`src/rtl/pika_sprite_reader_pkg.sv`:
```
// Shared defaults and FSM encoding for the sprite reader.
package pika_sprite_reader_pkg;
  localparam int SPRITE_W_DEF = 54;
  localparam int SPRITE_H_DEF = 58;
  localparam int COLOR_W_DEF  = 3;
  localparam int ADDR_W_DEF   = 12;

  typedef enum logic [1:0] {
    ST_IDLE  = 2'd0,
    ST_READ  = 2'd1,
    ST_DRAIN = 2'd2
  } state_e;
endpackage

```
`src/rtl/pika_pixel_skid.sv`:
```
// Two-entry FIFO holding returned pixels with their screen coordinates.
module pika_pixel_skid #(
  parameter int WIDTH = 18
) (
  input  logic             clock,
  input  logic             reset_n,
  input  logic             push,
  input  logic [WIDTH-1:0] din,
  input  logic             pop,
  output logic [WIDTH-1:0] dout,
  output logic             full,
  output logic             empty
);
  logic [WIDTH-1:0] mem_q [2];
  logic [WIDTH-1:0] mem_d [2];
  logic             wr_q, wr_d;
  logic             rd_q, rd_d;
  logic [1:0]       cnt_q, cnt_d;
  logic             push_ok, pop_ok;

  assign full    = (cnt_q == 2'd2);
  assign empty   = (cnt_q == 2'd0);
  assign push_ok = push & ~full;
  assign pop_ok  = pop & ~empty;
  assign dout    = mem_q[rd_q];

  // Pointer, storage and occupancy next-state
  always_comb begin
    mem_d[0] = mem_q[0];
    mem_d[1] = mem_q[1];
    if (push_ok) begin
      mem_d[wr_q] = din;
      wr_d        = ~wr_q;
    end else begin
      wr_d = wr_q;
    end
    if (pop_ok) begin
      rd_d = ~rd_q;
    end else begin
      rd_d = rd_q;
    end
    case ({push_ok, pop_ok})
      2'b10:   cnt_d = cnt_q + 2'd1;
      2'b01:   cnt_d = cnt_q - 2'd1;
      default: cnt_d = cnt_q;
    endcase
  end

  // FIFO state registers
  always_ff @(posedge clock or negedge reset_n) begin
    if (!reset_n) begin
      mem_q[0] <= {WIDTH{1'b0}};
      mem_q[1] <= {WIDTH{1'b0}};
      wr_q     <= 1'b0;
      rd_q     <= 1'b0;
      cnt_q    <= 2'd0;
    end else begin
      mem_q[0] <= mem_d[0];
      mem_q[1] <= mem_d[1];
      wr_q     <= wr_d;
      rd_q     <= rd_d;
      cnt_q    <= cnt_d;
    end
  end
endmodule

```
`src/rtl/pika_sprite_reader.sv`:
```
// Streams a sprite from memory in row-major order as screen-positioned pixels.
module pika_sprite_reader
  import pika_sprite_reader_pkg::*;
#(
  parameter int SPRITE_W = SPRITE_W_DEF,
  parameter int SPRITE_H = SPRITE_H_DEF,
  parameter int COLOR_W  = COLOR_W_DEF,
  parameter int ADDR_W   = ADDR_W_DEF
) (
  input  logic               clock,
  input  logic               reset_n,
  input  logic               start,
  input  logic [7:0]         base_x,
  input  logic [6:0]         base_y,
  output logic               mem_rd,
  output logic [ADDR_W-1:0]  mem_addr,
  input  logic [COLOR_W-1:0] mem_data,
  output logic               out_valid,
  input  logic               out_ready,
  output logic [7:0]         out_x,
  output logic [6:0]         out_y,
  output logic [COLOR_W-1:0] out_color,
  output logic               busy,
  output logic               done
);
  localparam int CW    = (SPRITE_W > 1) ? $clog2(SPRITE_W) : 1;
  localparam int RW    = $clog2(SPRITE_H + 1);
  localparam int PIX_W = 15 + COLOR_W;

  state_e            state_q, state_d;
  logic [CW-1:0]     col_q, col_d;
  logic [RW-1:0]     row_q, row_d;
  logic [ADDR_W-1:0] addr_q, addr_d;
  logic [7:0]        bx_q, bx_d, pend_x_q, pend_x_d;
  logic [6:0]        by_q, by_d, pend_y_q, pend_y_d;
  logic              infl_q, infl_d;
  logic              buf_full, buf_empty, can_issue, issue, last_addr;
  logic [PIX_W-1:0]  buf_dout;

  // occupancy + in-flight < 2 reduces to these two cases
  assign can_issue = buf_empty | (~buf_full & ~infl_q);
  assign issue     = (state_q == ST_READ) & can_issue;
  assign last_addr = (col_q == CW'(SPRITE_W - 1)) & (row_q == RW'(SPRITE_H - 1));

  // State register
  always_ff @(posedge clock or negedge reset_n) begin
    if (!reset_n) begin
      state_q <= ST_IDLE;
    end else begin
      state_q <= state_d;
    end
  end

  // Next-state logic
  always_comb begin
    state_d = state_q;
    case (state_q)
      ST_IDLE:  state_d = start ? ST_READ : ST_IDLE;
      ST_READ:  state_d = (issue && last_addr) ? ST_DRAIN : ST_READ;
      ST_DRAIN: state_d = (buf_empty && !infl_q) ? ST_IDLE : ST_DRAIN;
      default:  state_d = ST_IDLE;
    endcase
  end

  // Output decode
  always_comb begin
    mem_rd = issue;
    busy   = (state_q != ST_IDLE);
    done   = (state_q == ST_DRAIN) & buf_empty & ~infl_q;
  end

  // Scan counters, latched bases and in-flight tag
  always_comb begin
    col_d    = col_q;
    row_d    = row_q;
    addr_d   = addr_q;
    bx_d     = bx_q;
    by_d     = by_q;
    infl_d   = issue;
    pend_x_d = pend_x_q;
    pend_y_d = pend_y_q;
    if ((state_q == ST_IDLE) && start) begin
      bx_d   = base_x;
      by_d   = base_y;
      col_d  = {CW{1'b0}};
      row_d  = {RW{1'b0}};
      addr_d = {ADDR_W{1'b0}};
    end else if (issue) begin
      pend_x_d = bx_q + 8'(col_q);
      pend_y_d = by_q + 7'(row_q);
      addr_d   = addr_q + ADDR_W'(1);
      if (col_q == CW'(SPRITE_W - 1)) begin
        col_d = {CW{1'b0}};
        row_d = row_q + RW'(1);
      end else begin
        col_d = col_q + CW'(1);
      end
    end else begin
      addr_d = addr_q;
    end
  end

  // Datapath registers
  always_ff @(posedge clock or negedge reset_n) begin
    if (!reset_n) begin
      col_q    <= {CW{1'b0}};
      row_q    <= {RW{1'b0}};
      addr_q   <= {ADDR_W{1'b0}};
      bx_q     <= 8'd0;
      by_q     <= 7'd0;
      infl_q   <= 1'b0;
      pend_x_q <= 8'd0;
      pend_y_q <= 7'd0;
    end else begin
      col_q    <= col_d;
      row_q    <= row_d;
      addr_q   <= addr_d;
      bx_q     <= bx_d;
      by_q     <= by_d;
      infl_q   <= infl_d;
      pend_x_q <= pend_x_d;
      pend_y_q <= pend_y_d;
    end
  end

  assign mem_addr  = addr_q;
  assign out_valid = ~buf_empty;
  assign {out_x, out_y, out_color} = buf_dout;

  pika_pixel_skid #(.WIDTH(PIX_W)) u_skid (
    .clock   (clock),
    .reset_n (reset_n),
    .push    (infl_q),
    .din     ({pend_x_q, pend_y_q, mem_data}),
    .pop     (out_valid & out_ready),
    .dout    (buf_dout),
    .full    (buf_full),
    .empty   (buf_empty)
  );
endmodule

```
`config.mk`:
```
export PLATFORM = sky130hd
export DESIGN_NAME = pika_sprite_reader
export DESIGN_NICKNAME = d
export VERILOG_FILES = /design/src/rtl/pika_sprite_reader_pkg.sv /design/src/rtl/pika_pixel_skid.sv /design/src/rtl/pika_sprite_reader.sv
export SDC_FILE = /design/constraint.sdc
export NUM_CORES = 1
export LEC_CHECK = 0
export CAP_MARGIN = 30
export CELL_PAD_IN_SITES_DETAIL_PLACEMENT = 1
export CELL_PAD_IN_SITES_GLOBAL_PLACEMENT = 2
export CORE_ASPECT_RATIO = 1.25
export CORE_MARGIN = 2
export CORE_UTILIZATION = 30
export DETAILED_ROUTE_END_ITERATION = 10
export MAX_ROUTING_LAYER = met4
export PLACE_DENSITY_LB_ADDON = 0.3
export SETUP_SLACK_MARGIN = 0.1
export SLEW_MARGIN = 40
export SYNTH_ARGS = -nofsm -noshare
export SYNTH_HDL_FRONTEND = slang
export SYNTH_SLANG_ARGS = --single-unit
export TNS_END_PERCENT = 10
```
`constraint.sdc`:
```
create_clock -name clock -period 3.6 [get_ports clock]
set_input_delay 0.9 -clock clock [delete_from_list [all_inputs] [get_ports clock]]
set_output_delay 0.9 -clock clock [all_outputs]
set_load 0.05 [all_outputs]
```
==> reports/qor.txt, run 1 <==
Initial drt markers: 93
Clock Tree Root: clkbuf_16
Slowest-stage cell, CP: clkdlybuf4s50_1
Ys Warns: 0
Synth cell types: 49
Share of layout cells above drive strength 1: 17.4%
Min Clock Period, post-route: 3100 ps
IO Port Bufs: 55
Router iterations before antenna repair: 4
Max-Cap Viols: 0
Sequential area share after synthesis: 51.9%
Site row count: 51
Synth Register Bits: 97
Setup violators final: 0
Die Height: 144 um
CP startpoint kind: flop
Max Clock Skew: 13.2 ps
Hold-fix buffers, CTS: 0
CTS tree: yes
Relative slew slack: 56.1%
Via density: 4.63
Finished Cell Area: 5760 sq um
FFs w/ async S/R, synth: 100%
CP required: 2700 ps
Antenna cells: 0
CP arrival: 2200 ps
Clk buf depth: 2
Status: finished, final reports clean
Htree depth: 3
First-pass GRT wire length: 17800 um
Hold path endpoint: bx_q[4]
Worst reg2reg path endpoint: row_q[4]
Total track usage: 14.0%
Worst min path class: flop to flop
Worst vdd ir: 0.341 mV
# Post-CTS Setup Buffers: 0
Detail Route Antenna Nets: 0
Initial antenna violation count: 0
Vias in the first global route: 3439
DR vias: 3245
DP Worst Slack: 849 ps
Hold Path Cell Cnt: 2
Final hold violation count: 0
Synthesized netlist cell count: 428
Fin util: 37.3%
Worst-margin pin slew: 657 ps
Largest net degree at the start of global routing: 51
RD Place Congestion: 0.780
Crit path max fanout: 4
Post-synth EDFFs: 0
Most common cell after layout, fill and taps aside: dfrtp_1
Tot Pwr: 5.43 mW
CP Class: flop to output pin
Synth Flop Type: dfrtp_1
HPWL after DPL: 7420 um
Post-route insts no fill: 701
Worst skew pair latency: 350 ps
Placed inst area: 5470 sq um
Post-cts resize count: 0
Starting Density: 30.3%
Hold wc startpoint: bx_q[4]
Pins Over Slew Limit: 0
FF-to-FF setup slack: 1590 ps
Setup ws final: 503 ps
Dpl cells: 685
Post-route DRC: 0
Unrepaired setup endpoints after global routing: no
Reg2reg start: col_q[1]
Final worst path period share: 86.0%
Setup TNS: 0 ps
Largest stage delay on the critical path: 830 ps
Routed length per instance: 14.7 um
Routed WL: 10300 um
Endpoint type of the worst setup path: output pin
Lkg Pwr: 2.46 nW
Pwr Density: 944 nW/um^2
Core Area: 15400 sq um
Clock Sinks: 97
Overflow after GRT: 0
Most frequent cells in the layout: dfrtp_1 (97), nand2_1 (82), mux2_2 (54), clkdlybuf4s50_1 (54), o21ai_0 (28)
Path depth of the worst reg2reg path: 7
Synthesized area per cell: 10.9 sq um
Min Hold Slack: 489 ps
IO Pins: 56
Clk slew on worst S/H paths: 70 ps
Worst path cell trace: or3_1 -> nor3b_1 -> clkdlybuf4s50_1
Filler cells: 1743
FMAX: 323 MHz
Post-synth net total: 470
Area Growth Syn to Fin: 23.1%
Post-synthesis instance area: 4670 sq um
Die Wd: 116 um
Final net count: 526
Cts bufs inserted: 9
DIE AREA: 16600 sq um
-- kinds of logic after synthesis --
logic type	synth area share [%]
and+or+nand+nor	14.8
DFF	51.9
AOI/OAI and AO/OA	8.14
muxes	13.0
buffers and inverters	2.33
xor gates and xnor gates	4.12
adders and majority gates	5.67
-- state kept, by name, summed over array words and instances (netlist names) --
register	flops
u_skid.wr_q	1
state_q	2
u_skid.cnt_q	2
u_skid.mem_q	36
bx_q	8
infl_q	1
mem_addr	12
col_q	6
row_q	6
pend_x_q	8
pend_y_q	7
u_skid.rd_q	1
by_q	7
-- per-layer routing --
metal  wire (um)  up-vias  part of all wire, %  track usage (%)
li1            -     1592                    -                -
met1        4930     1605                   48             18.7
met2        5030       38                   49             21.8
met3         189       10                  1.8             1.52
met4         180        0                  1.7             5.83
met5           0        -                    0                -
-- Yosys cell counts, types with 7 or more instances --
cell / n / area [sq um]
nand3_1: 8 / 40.0
dfrtp_1: 97 / 2430
ha_1: 18 / 225
o21ai_0: 28 / 140
nor3_1: 7 / 35.0
nor2_1: 22 / 82.6
mux2_2: 54 / 608
inv_1: 9 / 33.8
xnor2_1: 12 / 105
nand2_1: 82 / 308
buf_2: 7 / 35.0
xor2_1: 10 / 87.6
a21oi_1: 7 / 35.0
-- critical path: cells and delay by family, from the launching register on --
family                 cells  cell delay [ps]
flip-flops                 1              420
AND/OR/NAND/NOR            2              600
buffers and inverters      1              830
-- worst max path at each step --
stage               slack (ps)             from      to
floorplan                  760           infl_q    done
detailed placement         850           infl_q    done
finish                     500           infl_q    done
global route               400  u_skid.cnt_q[0]  mem_rd
global placement           860           infl_q    done
CTS                        470           infl_q    done
-- power by group --
part	total, mW	leakage [nW]	switching, mW	internal (mW)
clock	0.937	0.144	0.451	0.485
sequential	1.83	1.20	0.321	1.51
combinational	2.66	1.12	1.57	1.10
-- area by class of cell --
class / instances / area, sq um / share of cell area (%)
sequential: 97 / 2430 / 42.2
multi-input combinational: 306 / 2140 / 37.2
timing repair buffer: 60 / 598 / 10.4
tap: 212 / 265 / 4.61
clock buffer: 9 / 225 / 3.91
clock inverter: 7 / 62.6 / 1.09
inverter: 10 / 38.8 / 0.674
(Power assumes the default switching activity.)
==> run 2, diff against run 1 <==
--- a/config.mk
+++ b/config.mk
@@ -11,6 +11,7 @@
 export CORE_ASPECT_RATIO = 1.25
 export CORE_MARGIN = 2
 export CORE_UTILIZATION = 30
+export CTS_CLUSTER_SIZE = 25
 export DETAILED_ROUTE_END_ITERATION = 10
 export MAX_ROUTING_LAYER = met4
 export PLACE_DENSITY_LB_ADDON = 0.3
==> constraint.sdc (replaced) <==
create_clock -name clock -period 3.4 [get_ports clock]
set_input_delay 0.85 -clock clock [delete_from_list [all_inputs] [get_ports clock]]
set_output_delay 0.85 -clock clock [all_outputs]
set_load 0.05 [all_outputs]
==> run 2 against run 1 <==
  * Die area is the same
  * Highest routed layer unchanged
  * Routed wire length grew 1.6%
  * First-iteration DRC count grew 30%
  * Final cell count shrank 0.29%
  * Sequential share of layout area is essentially flat
==> reports/qor.txt, run 2 (synthesis gave the netlist of run 1 again) <==
Min Clock Period, post-route: 3030 ps
Wire length on met3: 284 um
Post-route DRC: 0
Most flop-heavy register: u_skid.mem_q
Pins Over Slew Limit: 0
Routed length per instance: 15.0 um
Die Wd: 116 um
Highest metal used: met4
Worst skew pair latency: 350 ps
Filler cells: 1721
CP Class: flop to output pin
Starting Density: 30.3%
Max Clock Skew: 3.59 ps
FF-to-FF setup slack: 1360 ps
Detail Route Antenna Nets: 0
Most frequent cells in the layout: dfrtp_1 (97), nand2_1 (82), mux2_2 (54)
Endpoint type of the worst setup path: output pin
Max-Cap Viols: 0
Worst reg2reg path endpoint: row_q[4]
Relative slew slack: 54.5%
Clk buf depth: 2
IO Port Bufs: 55
Post-cts resize count: 0
Hold path endpoint: by_q[3]
Hold wc startpoint: by_q[3]
Htree depth: 3
Hold Path Cell Cnt: 2
Largest net degree at the start of global routing: 53
Crit. Startpoint: infl_q
# Post-CTS Setup Buffers: 0
Antenna cells: 0
Final worst path period share: 89.2%
Placed inst area: 5470 sq um
IO Pins: 56
Clk slew on worst S/H paths: 60 ps
Worst vdd ir: 0.359 mV
Wl on met1: 4960 um
FMAX: 330 MHz
Via density: 4.65
Routed WL: 10500 um
Router iterations before antenna repair: 4
Share of layout cells above drive strength 1: 17.2%
Fin util: 37.2%
Status: finished, final reports clean
CTS tree: yes
Max reg flops: 36
Hold-fix buffers, CTS: 0
Tot Pwr: 5.77 mW
Reg2reg start: col_q[1]
Met2 routed WL: 5060 um
Clock Tree Root: clkbuf_16
Die Height: 144 um
Site row count: 51
Final net count: 526
Core Area: 15400 sq um
Lkg Pwr: 2.46 nW
First-pass GRT wire length: 18000 um
Initial antenna violation count: 0
Worst min path class: flop to flop
Post-route insts no fill: 699
CP arrival: 2180 ps
Setup TNS: 0 ps
Cts bufs inserted: 9
Final hold violation count: 0
Initial drt markers: 121
CP startpoint kind: flop
Area Growth Syn to Fin: 23.0%
DIE AREA: 16600 sq um
Worst-margin pin slew: 680 ps
Pwr Density: 1000 nW/um^2
Overflow after GRT: 0
Vias in the first global route: 3550
HPWL after DPL: 7490 um
Crit path max fanout: 4
Unrepaired setup endpoints after global routing: no
Total track usage: 14.4%
Dpl cells: 685
CP required: 2550 ps
Clock Sinks: 97
RD Place Congestion: 0.747
Path depth of the worst reg2reg path: 7
Most common cell after layout, fill and taps aside: dfrtp_1
Finished Cell Area: 5750 sq um
DR vias: 3252
Setup violators final: 0
## run 2: cell types whose count changed in the layout (fill, tap and decap cells not counted), sizes merged
cell,before,now
buf,6,7
clkbuf,9,10
clkdlybuf4s50,54,53
inv,13,9
bufinv,0,1
## run 2: worst max-delay path, stage by stage (launching register included)
cell	delay [ps]
dfrtp_1	420
or3_1	400
nor3b_1	190
clkdlybuf4s50_1	830
## run 2: how the worst max path moves through the flow
stage                       to  slack, ps
after floorplan           done        610
after global placement    done        730
after detailed placement  done        710
after CTS                 done        330
after global routing      done        280
final                     done        370
## run 2: per-stage QoR
step                      worst slack, ps  hold slack, ps
after floorplan                       611             450
after global placement                732             468
after detailed placement              709             477
after CTS                             330             493
after global routing                  284             520
final                                 367             485
## run 2: area by class of cell
cell class              count  area (sq um)  share of cell area [%]
flip-flops and latches     97          2430                    42.2
multi-input cells         306          2140                    37.2
clock buffers              10           239                    4.16
clock inverters             4          45.0                   0.783
repair buffers             60           596                    10.4
inverters                  10          38.8                   0.675
well taps                 212           265                    4.61
## run 2: per-layer routing
layer | vias to the layer above | GRT usage [%]
met5 | - | -
met4 | 0 | 5.45
met3 | 11 | 3.08
met2 | 40 | 23.0
met1 | 1615 | 17.8
li1 | 1586 | -
## run 2: power breakdown
group | total [mW] | switching, mW | internal (mW) | leakage [nW]
Combinational | 2.82 | 1.66 | 1.16 | 1.12
Clock | 0.996 | 0.418 | 0.578 | 0.144
Sequential | 1.95 | 0.351 | 1.60 | 1.20
==> run 3, diff against run 2 <==
--- a/config.mk
+++ b/config.mk
@@ -14,7 +14,7 @@
 export CTS_CLUSTER_SIZE = 25
 export DETAILED_ROUTE_END_ITERATION = 10
 export MAX_ROUTING_LAYER = met4
-export PLACE_DENSITY_LB_ADDON = 0.3
+export PLACE_DENSITY_LB_ADDON = 0.1
 export SETUP_SLACK_MARGIN = 0.1
 export SLEW_MARGIN = 40
 export SYNTH_ARGS = -nofsm -noshare
==> run 3 against run 2 <==
  * Routed wire length grew 2.9%
  * Global-route usage increased by 0.43 points
  * Clock power increased by 4%
  * Combinational power up 1%
  * Critical endpoint unchanged
  * Largest power group unchanged
==> reports/qor.txt, run 3 (synthesis gave the netlist of run 1 again) <==
Fin util: 37.4%
IO Port Bufs: 55
Pwr Density: 1010 nW/um^2
DP Worst Slack: 720 ps
Routed length per instance: 15.4 um
Final net count: 527
Min Hold Slack: 498 ps
Filler cells: 1718
Most common cell after layout, fill and taps aside: dfrtp_1
CP Class: flop to output pin
Most frequent cells in the layout: dfrtp_1 (97), nand2_1 (82), mux2_2 (54)
Share of layout cells above drive strength 1: 17.8%
Starting Density: 30.3%
CP required: 2550 ps
Initial drt markers: 78
Cts bufs inserted: 9
Pins Over Slew Limit: 0
HPWL after DPL: 7580 um
CP arrival: 2200 ps
GRT Max-Usage Layer: met2
Routed WL: 10800 um
Worst min path class: input port to async pin
Max Clock Skew: 5.17 ps
Finished Cell Area: 5780 sq um
GRT met3 Usage: 1.94%
Setup ws final: 354 ps
IO Pins: 56
Area Growth Syn to Fin: 23.6%
Path depth of the worst reg2reg path: 7
Crit. Startpoint: infl_q
FF-to-FF setup slack: 1350 ps
Total track usage: 14.8%
Max reg flops: 36
RD Place Congestion: 0.759
Post-route insts no fill: 702
Reg2reg start: col_q[1]
Worst-margin pin slew: 630 ps
CP startpoint kind: flop
Max-Cap Viols: 0
Die Wd: 116 um
Status: finished, final reports clean
Dpl cells: 686
Unrepaired setup endpoints after global routing: no
Core Area: 15400 sq um
Lkg Pwr: 2.47 nW
Most flop-heavy register: u_skid.mem_q
# Post-CTS Setup Buffers: 0
Post-route DRC: 0
Clk slew on worst S/H paths: 70 ps
Final worst path period share: 89.6%
Clk buf depth: 2
Hold-fix buffers, CTS: 0
Initial antenna violation count: 0
Antenna cells: 0
Tot Pwr: 5.84 mW
Placed inst area: 5470 sq um
Htree depth: 3
Setup TNS: 0 ps
FMAX: 328 MHz
Worst vdd ir: 0.388 mV
Setup violators final: 0
Site row count: 51
Clock Sinks: 97
Largest net degree at the start of global routing: 47
Final hold violation count: 0
DR vias: 3284
Crit path max fanout: 4
Met2 Use GR: 23.6%
Via density: 4.68
Endpoint type of the worst setup path: output pin
Worst reg2reg path endpoint: row_q[4]
Relative slew slack: 57.9%
Overflow after GRT: 0
Vias in the first global route: 3554
Setup crit end: done
Clock Tree Root: clkbuf_16
CTS tree: yes
Router iterations before antenna repair: 4
Grt met1 use: 18.9%
Die Height: 144 um
Min Clock Period, post-route: 3050 ps
Detail Route Antenna Nets: 0
Worst skew pair latency: 350 ps
DIE AREA: 16600 sq um
Post-cts resize count: 0
First-pass GRT wire length: 18500 um
## run 3: worst max-delay path, cell delays in order (launching register included)
cell,delay [ps]
dfrtp_1,410
or3_1,420
nor3b_1,180
clkdlybuf4s50_1,830
## run 3: report_power, final
group	switching, mW	internal [mW]	leakage, nW
Sequential	0.346	1.60	1.20
Combinational	1.69	1.17	1.13
Clock	0.448	0.592	0.141
Total	2.48	3.36	2.47
## run 3: how the worst min path moves through the flow
stage | slack, ps | cells past startpoint | from | to
after floorplan | 450 | 2 | bx_q[0] | bx_q[0]
after global placement | 470 | 2 | by_q[0] | by_q[0]
after detailed placement | 480 | 2 | by_q[0] | by_q[0]
after CTS | 500 | 2 | by_q[0] | by_q[0]
after global routing | 520 | 1 | u_skid.mem_q[11] | u_skid.mem_q[11]
final | 500 | 1 | reset_n | u_skid.mem_q[20]
## run 3: cell type report
| class | count | area (sq um) | share of cell area (%) |
|---|---|---|---|
| Timing Repair Buffer | 61 | 603 | 10.4 |
| Tap cell | 212 | 265 | 4.59 |
| Clock inverter | 6 | 66.3 | 1.15 |
| Sequential cell | 97 | 2430 | 42.0 |
| Clock buffer | 10 | 239 | 4.14 |
| Multi-Input combinational cell | 306 | 2140 | 37.0 |
| Inverter | 10 | 38.8 | 0.671 |
## run 3: metal layers
layer / share of wire [%] / wire length, um
met1: 48 / 5190
met2: 48 / 5190
met3: 2.0 / 214
met4: 1.9 / 204
met5: 0 / 0
